File: src/rtl/mips_muldiv_pkg.sv
// mips_muldiv_pkg: opcode/state enums and parameter legality check for the mul/div unit
package mips_muldiv_pkg;

    typedef enum logic [2:0] {
        OP_MULT  = 3'd0,
        OP_MULTU = 3'd1,
        OP_DIV   = 3'd2,
        OP_DIVU  = 3'd3,
        OP_MTHI  = 3'd4,
        OP_MTLO  = 3'd5
    } op_e;

    typedef enum logic [1:0] {
        IDLE = 2'd0,
        MUL  = 2'd1,
        DIV  = 2'd2,
        FIX  = 2'd3
    } state_e;

    function automatic bit mul_bits_ok(int w, int m);
        return (m == 1 || m == 2 || m == 4) && w % m == 0 && w >= 8 && w % 2 == 0;
    endfunction

endpackage

File: src/rtl/mips_div_step.sv
// mips_div_step: one restoring-divide step on magnitudes
//   rem    in  WIDTH  partial remainder
//   bit_in in  1      next dividend bit shifted in
//   dvsr   in  WIDTH  divisor magnitude
//   rem_n  out WIDTH  next partial remainder
//   q      out 1      quotient bit
module mips_div_step #(
    parameter int WIDTH = 32
) (
    input  logic [WIDTH-1:0] rem,
    input  logic             bit_in,
    input  logic [WIDTH-1:0] dvsr,
    output logic [WIDTH-1:0] rem_n,
    output logic             q
);
    logic [WIDTH:0] sh;
    assign sh    = {rem, bit_in};
    assign q     = sh >= {1'b0, dvsr};
    // a zero divisor always "subtracts", so the dividend bits simply stream into rem
    assign rem_n = WIDTH'(q ? sh - {1'b0, dvsr} : sh);
endmodule

File: src/rtl/mips_muldiv_unit.sv
// mips_muldiv_unit: iterative MIPS multiply/divide unit owning HI/LO
//   clk, reset (sync, active-high); start/op/src_a/src_b request; flush aborts in-flight op
//   ready/busy idle status; done result pulse; div0 sticky divide-by-zero; hi/lo registers
//   MULDIV_EARLY_OUT_EN: multiply stops once remaining multiplier magnitude is zero
import mips_muldiv_pkg::*;
module mips_muldiv_unit #(
    parameter int WIDTH    = 32,
    parameter int MUL_BITS = 1
) (
    input  logic             clk,
    input  logic             reset,
    input  logic             start,
    input  op_e              op,
    input  logic [WIDTH-1:0] src_a,
    input  logic [WIDTH-1:0] src_b,
    input  logic             flush,
    output logic             ready,
    output logic             busy,
    output logic             done,
    output logic             div0,
    output logic [WIDTH-1:0] hi,
    output logic [WIDTH-1:0] lo
);
    localparam int CW = $clog2(WIDTH) + 1;
    localparam int W2 = 2 * WIDTH;

    if (!mul_bits_ok(WIDTH, MUL_BITS)) begin : g_bad_cfg
        $error("mips_muldiv_unit: illegal WIDTH/MUL_BITS");
    end

    state_e state, state_n;
    logic [CW-1:0] cnt;
    logic [W2-1:0] acc, mcand, part;
    logic [WIDTH-1:0] mplier, rem, quot, dvsr, rem_n, a_mag, b_mag;
    logic q_bit, neg_q, neg_r, is_div, accept, sgn, a_neg, b_neg, op_mul, op_div, mul_last;

    assign ready  = state == IDLE;
    assign busy   = !ready;
    assign accept = start && ready && !flush;
    assign op_mul = op == OP_MULT || op == OP_MULTU;
    assign op_div = op == OP_DIV || op == OP_DIVU;
    assign sgn    = op == OP_MULT || op == OP_DIV;
    assign a_neg  = sgn && src_a[WIDTH-1];
    assign b_neg  = sgn && src_b[WIDTH-1];
    assign a_mag  = a_neg ? -src_a : src_a;
    assign b_mag  = b_neg ? -src_b : src_b;

    always_comb begin
        part = '0;
        for (int i = 0; i < MUL_BITS; i++)
            if (mplier[i]) part = part + (mcand << i);
    end

`ifdef MULDIV_EARLY_OUT_EN
    assign mul_last = (mplier >> MUL_BITS) == '0;
`else
    assign mul_last = cnt == CW'(1);
`endif

    mips_div_step #(.WIDTH(WIDTH)) u_step (
        .rem   (rem),
        .bit_in(quot[WIDTH-1]),
        .dvsr  (dvsr),
        .rem_n (rem_n),
        .q     (q_bit)
    );

    always_comb begin
        state_n = flush ? IDLE :
                  state == IDLE ? (accept && op_mul ? MUL : accept && op_div ? DIV : IDLE) :
                  state == MUL  ? (mul_last ? FIX : MUL) :
                  state == DIV  ? (cnt == CW'(1) ? FIX : DIV) : IDLE;
    end

    always_ff @(posedge clk) begin
        if (reset) begin
            state <= IDLE;
            hi    <= '0;
            lo    <= '0;
            done  <= 1'b0;
            div0  <= 1'b0;
        end else begin
            state <= state_n;
            done  <= state == FIX && !flush;
            if (accept) div0 <= 1'b0;
            if (accept && op == OP_MTHI) hi <= src_a;
            if (accept && op == OP_MTLO) lo <= src_a;
            if (state == FIX && !flush) begin
                if (is_div) begin
                    lo   <= neg_q ? -quot : quot;
                    hi   <= neg_r ? -rem : rem;
                    div0 <= dvsr == '0;
                end else begin
                    {hi, lo} <= neg_q ? -acc : acc;
                end
            end
        end
    end

    always_ff @(posedge clk) begin
        if (accept) begin
            cnt    <= op_mul ? CW'(WIDTH / MUL_BITS) : CW'(WIDTH);
            acc    <= '0;
            mcand  <= W2'(a_mag);
            mplier <= b_mag;
            rem    <= '0;
            quot   <= a_mag;
            dvsr   <= b_mag;
            is_div <= op_div;
            // a zero divisor keeps the all-ones quotient unsigned; hi recovers src_a via neg_r
            neg_q  <= (a_neg ^ b_neg) && !(op_div && src_b == '0);
            neg_r  <= a_neg;
        end else if (state == MUL) begin
            acc    <= acc + part;
            mcand  <= mcand << MUL_BITS;
            mplier <= mplier >> MUL_BITS;
            cnt    <= cnt - CW'(1);
        end else if (state == DIV) begin
            rem    <= rem_n;
            quot   <= {quot[WIDTH-2:0], q_bit};
            cnt    <= cnt - CW'(1);
        end
    end
endmodule

File: config.mk
export PLATFORM = sky130hd
export DESIGN_NAME = mips_muldiv_unit
export DESIGN_NICKNAME = d
export VERILOG_FILES = /design/src/rtl/mips_muldiv_pkg.sv /design/src/rtl/mips_div_step.sv /design/src/rtl/mips_muldiv_unit.sv
export SDC_FILE = /design/constraint.sdc
export NUM_CORES = 1
export LEC_CHECK = 0
export ABC_CLOCK_PERIOD_IN_PS = 4280
export CORE_MARGIN = 4
export CORE_UTILIZATION = 40
export DETAILED_ROUTE_END_ITERATION = 6
export PLACE_DENSITY_LB_ADDON = 0.12
export REMOVE_ABC_BUFFERS = 1
export SLEW_MARGIN = 20
export SYNTH_ARGS = -nofsm -noshare
export SYNTH_HDL_FRONTEND = slang
export SYNTH_SLANG_ARGS = --single-unit
File: constraint.sdc
create_clock -name clk -period 4.28 [get_ports clk]
set_input_delay 0.428 -clock clk [delete_from_list [all_inputs] [get_ports clk]]
set_output_delay 0.428 -clock clk [all_outputs]
set_load 0.01 [all_outputs]
==> metrics.txt, run 1 <==
leakage power 11.16 nW; sort of element at the end of the critical path flop; number of flops mapped to enable cells by yosys approximately 130; final net count roughly 3000; x dimension of the die roughly 250 um; gpl congestion 0.9550; power per unit of standard cell area 314.2 mW/mm^2; register-to-register path setup slack 350 ps; Via Count 20650; distinct cell type count of the synthesized netlist 69; most used cells in the layout excluding fill and tap cells 268 x sky130_fd_sc_hd__nand2_1, 257 x sky130_fd_sc_hd__nor2_1, 206 x sky130_fd_sc_hd__a21oi_1; worst min path class primary input to flop; number of design rule violations left after detail routing 0; cell count of the worst hold path 2; latest clock arrival within the worst-skew pair 590 ps; Required @ worst endpoint 4720 ps; Die ar. 0.06191 sq mm; cell area after technology mapping 0.02320 sq mm; arrival time of the worst setup path 4370 ps; number of setup violations in the final report 0; worst vdd ir 0.0002566 V; number of detailed-route iterations in the first pass 7; slowest CP cell sky130_fd_sc_hd__ha_1; Crit Path Max Fanout 30; list of cells traversed by the critical path buf_4, buf_4, buf_4, and2_1, ha_1, a21o_1, a21o_1, a21oi_1, o21ai_0, a31oi_1, o21ai_0, a31oi_1, a21boi_0, buf_4, o31ai_1, xnor2_1, o21ai_0; dpl cells 3550; main flop type after synthesis sky130_fd_sc_hd__dfxtp_1; starting density of the core 40.29%; Slew @ Worst Pin 931.6 ps; final instance count without filler cells between 3000 and 4000; CTS H-tree depth 2; number of global-route vias before repair 20141; global-route usage over all layers a little under a quarter; CTS tree done; Syn Area/Cell 8.485 sq um; number of register bits inferred by synthesis 333; average wire length per cell after detail routing 20.60 um; post-CTS clock slew at the launch and capture registers of the worst setup and hold paths around 60 ps; antenna cells 0; remaining max-slew budget at the tightest pin 37.89%; RSZ-0062 raised after global routing no; shortest clock period the worst path allows after layout ~3900 ps; start of the worst register-to-register path mplier[0]$_DFFE_PP_; Chip Height 248.8 um; worst-case clock skew 26.22 ps; Setup CP Type flop to flop; share of async-settable or async-resettable flops after synthesis 0%; count of buffers from port buffering 138; deepest clock path buffer count 3; clk sinks 333; antenna violations before repair 1; pin count of the biggest net entering global routing 145; num ports 139; first-pass GRT wire length 116.3 mm; run status finished, final reports clean; cts bufs inserted 41; count of standard-cell rows 88; maxcap violations 0; detailed-route vias per instance roughly 5.7; startpoint types flop; Placeable Area between 0.05 and 0.06 sq mm; Reg2Reg Capture Point acc[61]$_SDFFE_PP0P_; part of the Yosys area used for sequential elements 34.39%; Worst Reg2Reg Path Length in Cells 17; Final period util 91.90%; most frequent standard cell in the layout excluding fill and tap cells sky130_fd_sc_hd__nand2_1; Worst Path Buf+Inv 4; CP delay by family, top compound AO/OA/AOI/OAI gates; most used cell, CP sky130_fd_sc_hd__buf_4; number of hold violations in the final report 0; HPWL after DPL 56.25 mm; Overflow after GRT 0; start point of the worst hold path reset; DRT iter0 DRCs 1416; total wire length after detailed routing 74.72 mm; biggest cell delay along the critical path 440 ps; instance count of the mapped netlist 2734; layout cells sized above 1 around 5.8%; Max Clk Rate 0.2542 GHz; buffer type at the clock tree root sky130_fd_sc_hd__clkbuf_16; number of max-slew violations in the final report 0; final sum of negative setup slack 0 ps; area added between synthesis and finish 16.08%; total of warnings raised by yosys 0; Worst Hold Endpoint done$_SDFF_PP0_; antenna violation net count after detailed routing 0
[cell usage after synthesis, types with 13 or more instances]
cell,number,share of area [%]
sky130_fd_sc_hd__nor2_1,258,4.2
sky130_fd_sc_hd__o21a_1,64,2.1
sky130_fd_sc_hd__a21o_1,80,2.6
sky130_fd_sc_hd__or3_1,37,1.0
sky130_fd_sc_hd__a211oi_1,86,2.8
sky130_fd_sc_hd__or4_1,22,0.71
sky130_fd_sc_hd__nand3_1,37,0.80
sky130_fd_sc_hd__clkbuf_1,139,2.2
sky130_fd_sc_hd__nor3_1,39,0.84
sky130_fd_sc_hd__nand4_1,26,0.70
sky130_fd_sc_hd__o41ai_1,23,0.87
sky130_fd_sc_hd__a21oi_1,206,4.4
sky130_fd_sc_hd__o21bai_1,14,0.45
sky130_fd_sc_hd__dfxtp_1,202,17
sky130_fd_sc_hd__and2_1,73,2.0
sky130_fd_sc_hd__ha_1,106,5.7
sky130_fd_sc_hd__nor2b_1,19,0.51
sky130_fd_sc_hd__or2_2,13,0.35
sky130_fd_sc_hd__buf_1,15,0.24
sky130_fd_sc_hd__edfxtp_1,131,17
sky130_fd_sc_hd__nor4_1,24,0.65
sky130_fd_sc_hd__xnor2_1,143,5.4
sky130_fd_sc_hd__nand2b_1,17,0.46
sky130_fd_sc_hd__mux2i_1,161,6.9
sky130_fd_sc_hd__o21ai_0,158,3.4
sky130_fd_sc_hd__o31ai_1,43,1.4
sky130_fd_sc_hd__inv_1,77,1.2
sky130_fd_sc_hd__and3_1,18,0.49
sky130_fd_sc_hd__nand2_1,268,4.3
sky130_fd_sc_hd__a31oi_1,19,0.51
sky130_fd_sc_hd__xor2_1,119,4.5
[area by class of cell]
type	instances	area, sq um
clock inverter	19	246.5
timing repair buffer	206	1949
inverter	77	296.5
tap	765	957.2
clock buffer	57	1106
fill	5609	30660
multi-input combinational	2170	14400
sequential	333	7978
[logic make-up after synthesis]
| group | Yosys count | synth area share [%] |
|---|---|---|
| simple gates | 886 | 18.30 |
| compound gates | 749 | 20.60 |
| flops | 333 | 34.39 |
| xor+xnor | 262 | 9.892 |
| buf+inv | 231 | 3.738 |
| mux | 165 | 7.189 |
| fa+ha+maj | 108 | 5.890 |
[power breakdown]
group / total, mW / switching [mW] / internal (mW)
clock network: 3.63 / 1.50 / 2.12
registers: 3.52 / 0.0962 / 3.42
logic: 1.31 / 0.784 / 0.531
[flip-flops by register name (all words and copies together) (netlist names), 2 cells and up]
register and cells:
state 2, quot 32, rem 32, mplier 32
lo 32, acc 64, dvsr 32, cnt 6
mcand 64, hi 32
[metal layers]
| layer | part of all wire [%] | track usage [%] |
|---|---|---|
| met5 | 0 | 0 |
| met4 | 3.2 | 7.117 |
| met3 | 4.7 | 2.882 |
| met2 | 48 | 40.24 |
| met1 | 44 | 30.15 |
[stage by stage]
stage          hold WS (ps)  total power [mW]  util, %  setup slack (ps)  area (sq um)
5_1_grt               382.0             8.789    46.76             58.56         26930
6_report              357.5             8.461    46.76             346.5         26930
4_1_cts               330.3             8.533    46.74             198.2         26910
3_3_place_gp          478.6             4.880    44.39             339.3         25560
3_5_place_dp          481.0             4.894    44.39             239.8         25560
2_1_floorplan         460.2             4.403        -             -4004         22620
[what timing repair did]
| action | 4_1_cts | 5_1_grt |
|---|---|---|
| endpoints found under the setup margin | 0 | 2 |
| hold buffers | 0 | 0 |
| buffers inserted | 0 | 1 |
| resized for setup | 0 | 1 |
[worst max-delay path by stage]
stage / from / endpoint / cells after the start
final: mplier[0]$_DFFE_PP_ / acc[61]$_SDFFE_PP0P_ / 17
after global routing: quot[31]$_DFFE_PP_ / rem[28]$_SDFFE_PP0P_ / 15
after CTS: mplier[0]$_DFFE_PP_ / acc[56]$_SDFFE_PP0P_ / 17
after detailed placement: mplier[0]$_DFFE_PP_ / acc[56]$_SDFFE_PP0P_ / 17
after global placement: mplier[0]$_DFFE_PP_ / acc[56]$_SDFFE_PP0P_ / 17
after floorplan: state[0]$_SDFF_PP0_ / mcand[0]$_SDFFCE_PN0P_ / 7
No activity file was read; power rests on OpenSTA's default activity.
==> run 2, diff against run 1 <==
- CORE_ASPECT_RATIO: default -> 1.4
- CORE_UTILIZATION: 40 -> 35
==> run 2 against run 1 <==
- core utilization decreased by 5.5 points
- sequential power about the same
- via count decreased by 0.22%
- register-to-register slack about the same
- critical path depth unchanged
- fmax about the same
- non-clock buffer count unchanged
- die area increased by 14%
- clock skew increased by 9.5 ps
- highest routed layer unchanged
- clock-buffer cell count decreased by 6
- sequential cell count unchanged
- worst setup slack got worse by 3.9 ps
==> metrics.txt, run 2 (same netlist as run 1, synthesis figures left out) <==
run status finished, final reports clean; highest signal layer in the routed design met4; register-to-register path setup slack ~340 ps; post-layout utilization of the core 41.28%; cts bufs inserted 40; power per unit of standard cell area 313.0 mW/mm^2; x dimension of the die 225.6 um; Worst Hold Endpoint done$_SDFF_PP0_; antenna violations before repair 2; final total power about 8.5 mW; register cell area after layout 0.007978 sq mm; starting density of the core a little over a third; RSZ-0062 raised after global routing no; number of detailed-route iterations in the first pass 5; # Post-CTS Setup Buffers 0; DRT iter0 DRCs 1263; count of buffers from port buffering 138; Die ar. 0.07052 sq mm; number of design rule violations left after detail routing 0; area added between synthesis and finish 16.64%; number of max-slew violations in the final report 0; Metal-1 WL 32.35 mm; cell count of the worst hold path 2; Worst Reg2Reg Path Length in Cells 17; detailed-route vias per instance 5.558; start point of the worst hold path reset; number of fillers in the final layout 6664; arrival time of the worst setup path ~4400 ps; met2 routed WL a little over 40 mm; num ports 139; worst-case clock skew 35.72 ps; slowest CP cell sky130_fd_sc_hd__edfxtp_1; Max Clk Rate ~0.25 GHz; cell area reported after detailed placement 0.02569 sq mm; start of the worst register-to-register path mplier[0]$_DFFE_PP_; gpl congestion 0.9585; min setup slack post-route approximately 340 ps; Slew @ Worst Pin between 900 and 1000 ps; most used cells in the layout excluding fill and tap cells 268 x sky130_fd_sc_hd__nand2_1, 257 x sky130_fd_sc_hd__nor2_1, 206 x sky130_fd_sc_hd__a21oi_1; total wire length after detailed routing 79.64 mm; final design instance area without fill 0.02706 sq mm; sort of element at the end of the critical path flop; routed length on met3 between 3 and 4 mm; shortest clock period the worst path allows after layout 3937 ps; worst min path class primary input to flop; number of setup violations in the final report 0; maxcap violations 0; Chip Height 312.6 um; number of hold violations in the final report 0; pin count of the biggest net entering global routing 120; clk sinks between 300 and 400; layout cells sized above 1 between 5 and 6%; worst-case setup slack after placement 236.9 ps; Crit Path Max Fanout 30; Required @ worst endpoint around 4700 ps; worst vdd ir 0.0001967 V; count of standard-cell rows 111; Final period util about nine tenths; leakage power about 11 nW; CTS tree done; Setup CP Type flop to flop; biggest cell delay along the critical path 430 ps; average wire length per cell after detail routing around 21 um; final sum of negative setup slack 0 ps; Placeable Area 0.06555 sq mm; Reg2Reg Capture Point acc[58]$_SDFFE_PP0P_; number of global-route vias before repair approximately 21000; HPWL after DPL 60.63 mm; startpoint types flop; largest registers acc x64, mcand x64; list of cells traversed by the critical path buf_12, and2_1, ha_1, fa_1, a21oi_1, nor2_1, o311ai_1, buf_4, a311o_1, a211o_1, a21oi_1, buf_4, a21o_1, a41oi_1, o21bai_1, xnor2_1, o21ai_0; remaining max-slew budget at the tightest pin 36.90%; latest clock arrival within the worst-skew pair roughly 590 ps; buffer type at the clock tree root sky130_fd_sc_hd__clkbuf_16; quantity of hold-fixing buffers added after cts 0; antenna violation net count after detailed routing 0; final net count 3007; CTS H-tree depth 2; first-pass GRT wire length approximately 120 mm; multi-input logic area approximately 0.014 sq mm; Overflow after GRT 0; post-CTS clock slew at the launch and capture registers of the worst setup and hold paths 60 ps; most frequent standard cell in the layout excluding fill and tap cells sky130_fd_sc_hd__nand2_1; Via Count 20604; global-route usage over all layers 22.10%; deepest clock path buffer count 3
==> run 2: layout make-up <==
| class | count | area share [%] |
|---|---|---|
| diodes | 1 | 0.009248 |
| clock buffers | 51 | 4.050 |
| clock inverters | 22 | 0.9849 |
| inverters | 77 | 1.096 |
| multi-input cells | 2170 | 53.20 |
| flip-flops and latches | 333 | 29.48 |
| well taps | 847 | 3.916 |
| repair buffers | 206 | 7.259 |
==> run 2: routing by layer <==
layer	up-vias	GRT usage, %
li1	10035	-
met1	9906	26.24
met2	532	40.32
met3	131	3.054
met4	0	8.036
met5	-	0
==> run 2: how the worst max path moves through the flow <==
stage / start / to / cells past startpoint
2_1_floorplan: state[0]$_SDFF_PP0_ / mcand[0]$_SDFFCE_PN0P_ / 7
3_3_place_gp: mplier[0]$_DFFE_PP_ / acc[58]$_SDFFE_PP0P_ / 17
3_5_place_dp: mplier[0]$_DFFE_PP_ / acc[58]$_SDFFE_PP0P_ / 17
4_1_cts: mplier[0]$_DFFE_PP_ / acc[58]$_SDFFE_PP0P_ / 17
5_1_grt: mplier[0]$_DFFE_PP_ / acc[58]$_SDFFE_PP0P_ / 17
6_report: mplier[0]$_DFFE_PP_ / acc[58]$_SDFFE_PP0P_ / 17
==> run 2: where the power goes <==
group	switching [mW]	leakage (nW)	total [mW]	internal [mW]
combinational	0.795	7.66	1.33	0.535
clock	1.48	0.665	3.61	2.13
sequential	0.104	2.86	3.53	3.42
total	2.38	11.2	8.47	6.09
==> run 2: what timing repair did <==
item                                    CTS  global route
endpoints found under the setup margin    0             3
resized for setup                         0             2
hold endpoints to repair                  0             0
==> run 2: critical path: cells and delay by family, from the launching register on <==
| family | cells | cell delay [ps] |
|---|---|---|
| AO/OA/AOI/OAI | 9 | 1820 |
| adder cells (fa/ha/maj) | 2 | 620 |
| flip-flops | 1 | 430 |
| buffers and inverters | 3 | 530 |
| XOR/XNOR | 1 | 140 |
| AND/OR/NAND/NOR | 2 | 220 |
==> run 2: per-stage QoR <==
step / std cells / hold slack, ps
finish: 3707 / 328.2
floorplan: 2580 / 460.2
CTS: 3706 / 298.6
detailed placement: 3633 / 491.8
global route: 3706 / 338.4
global placement: 3633 / 476.3
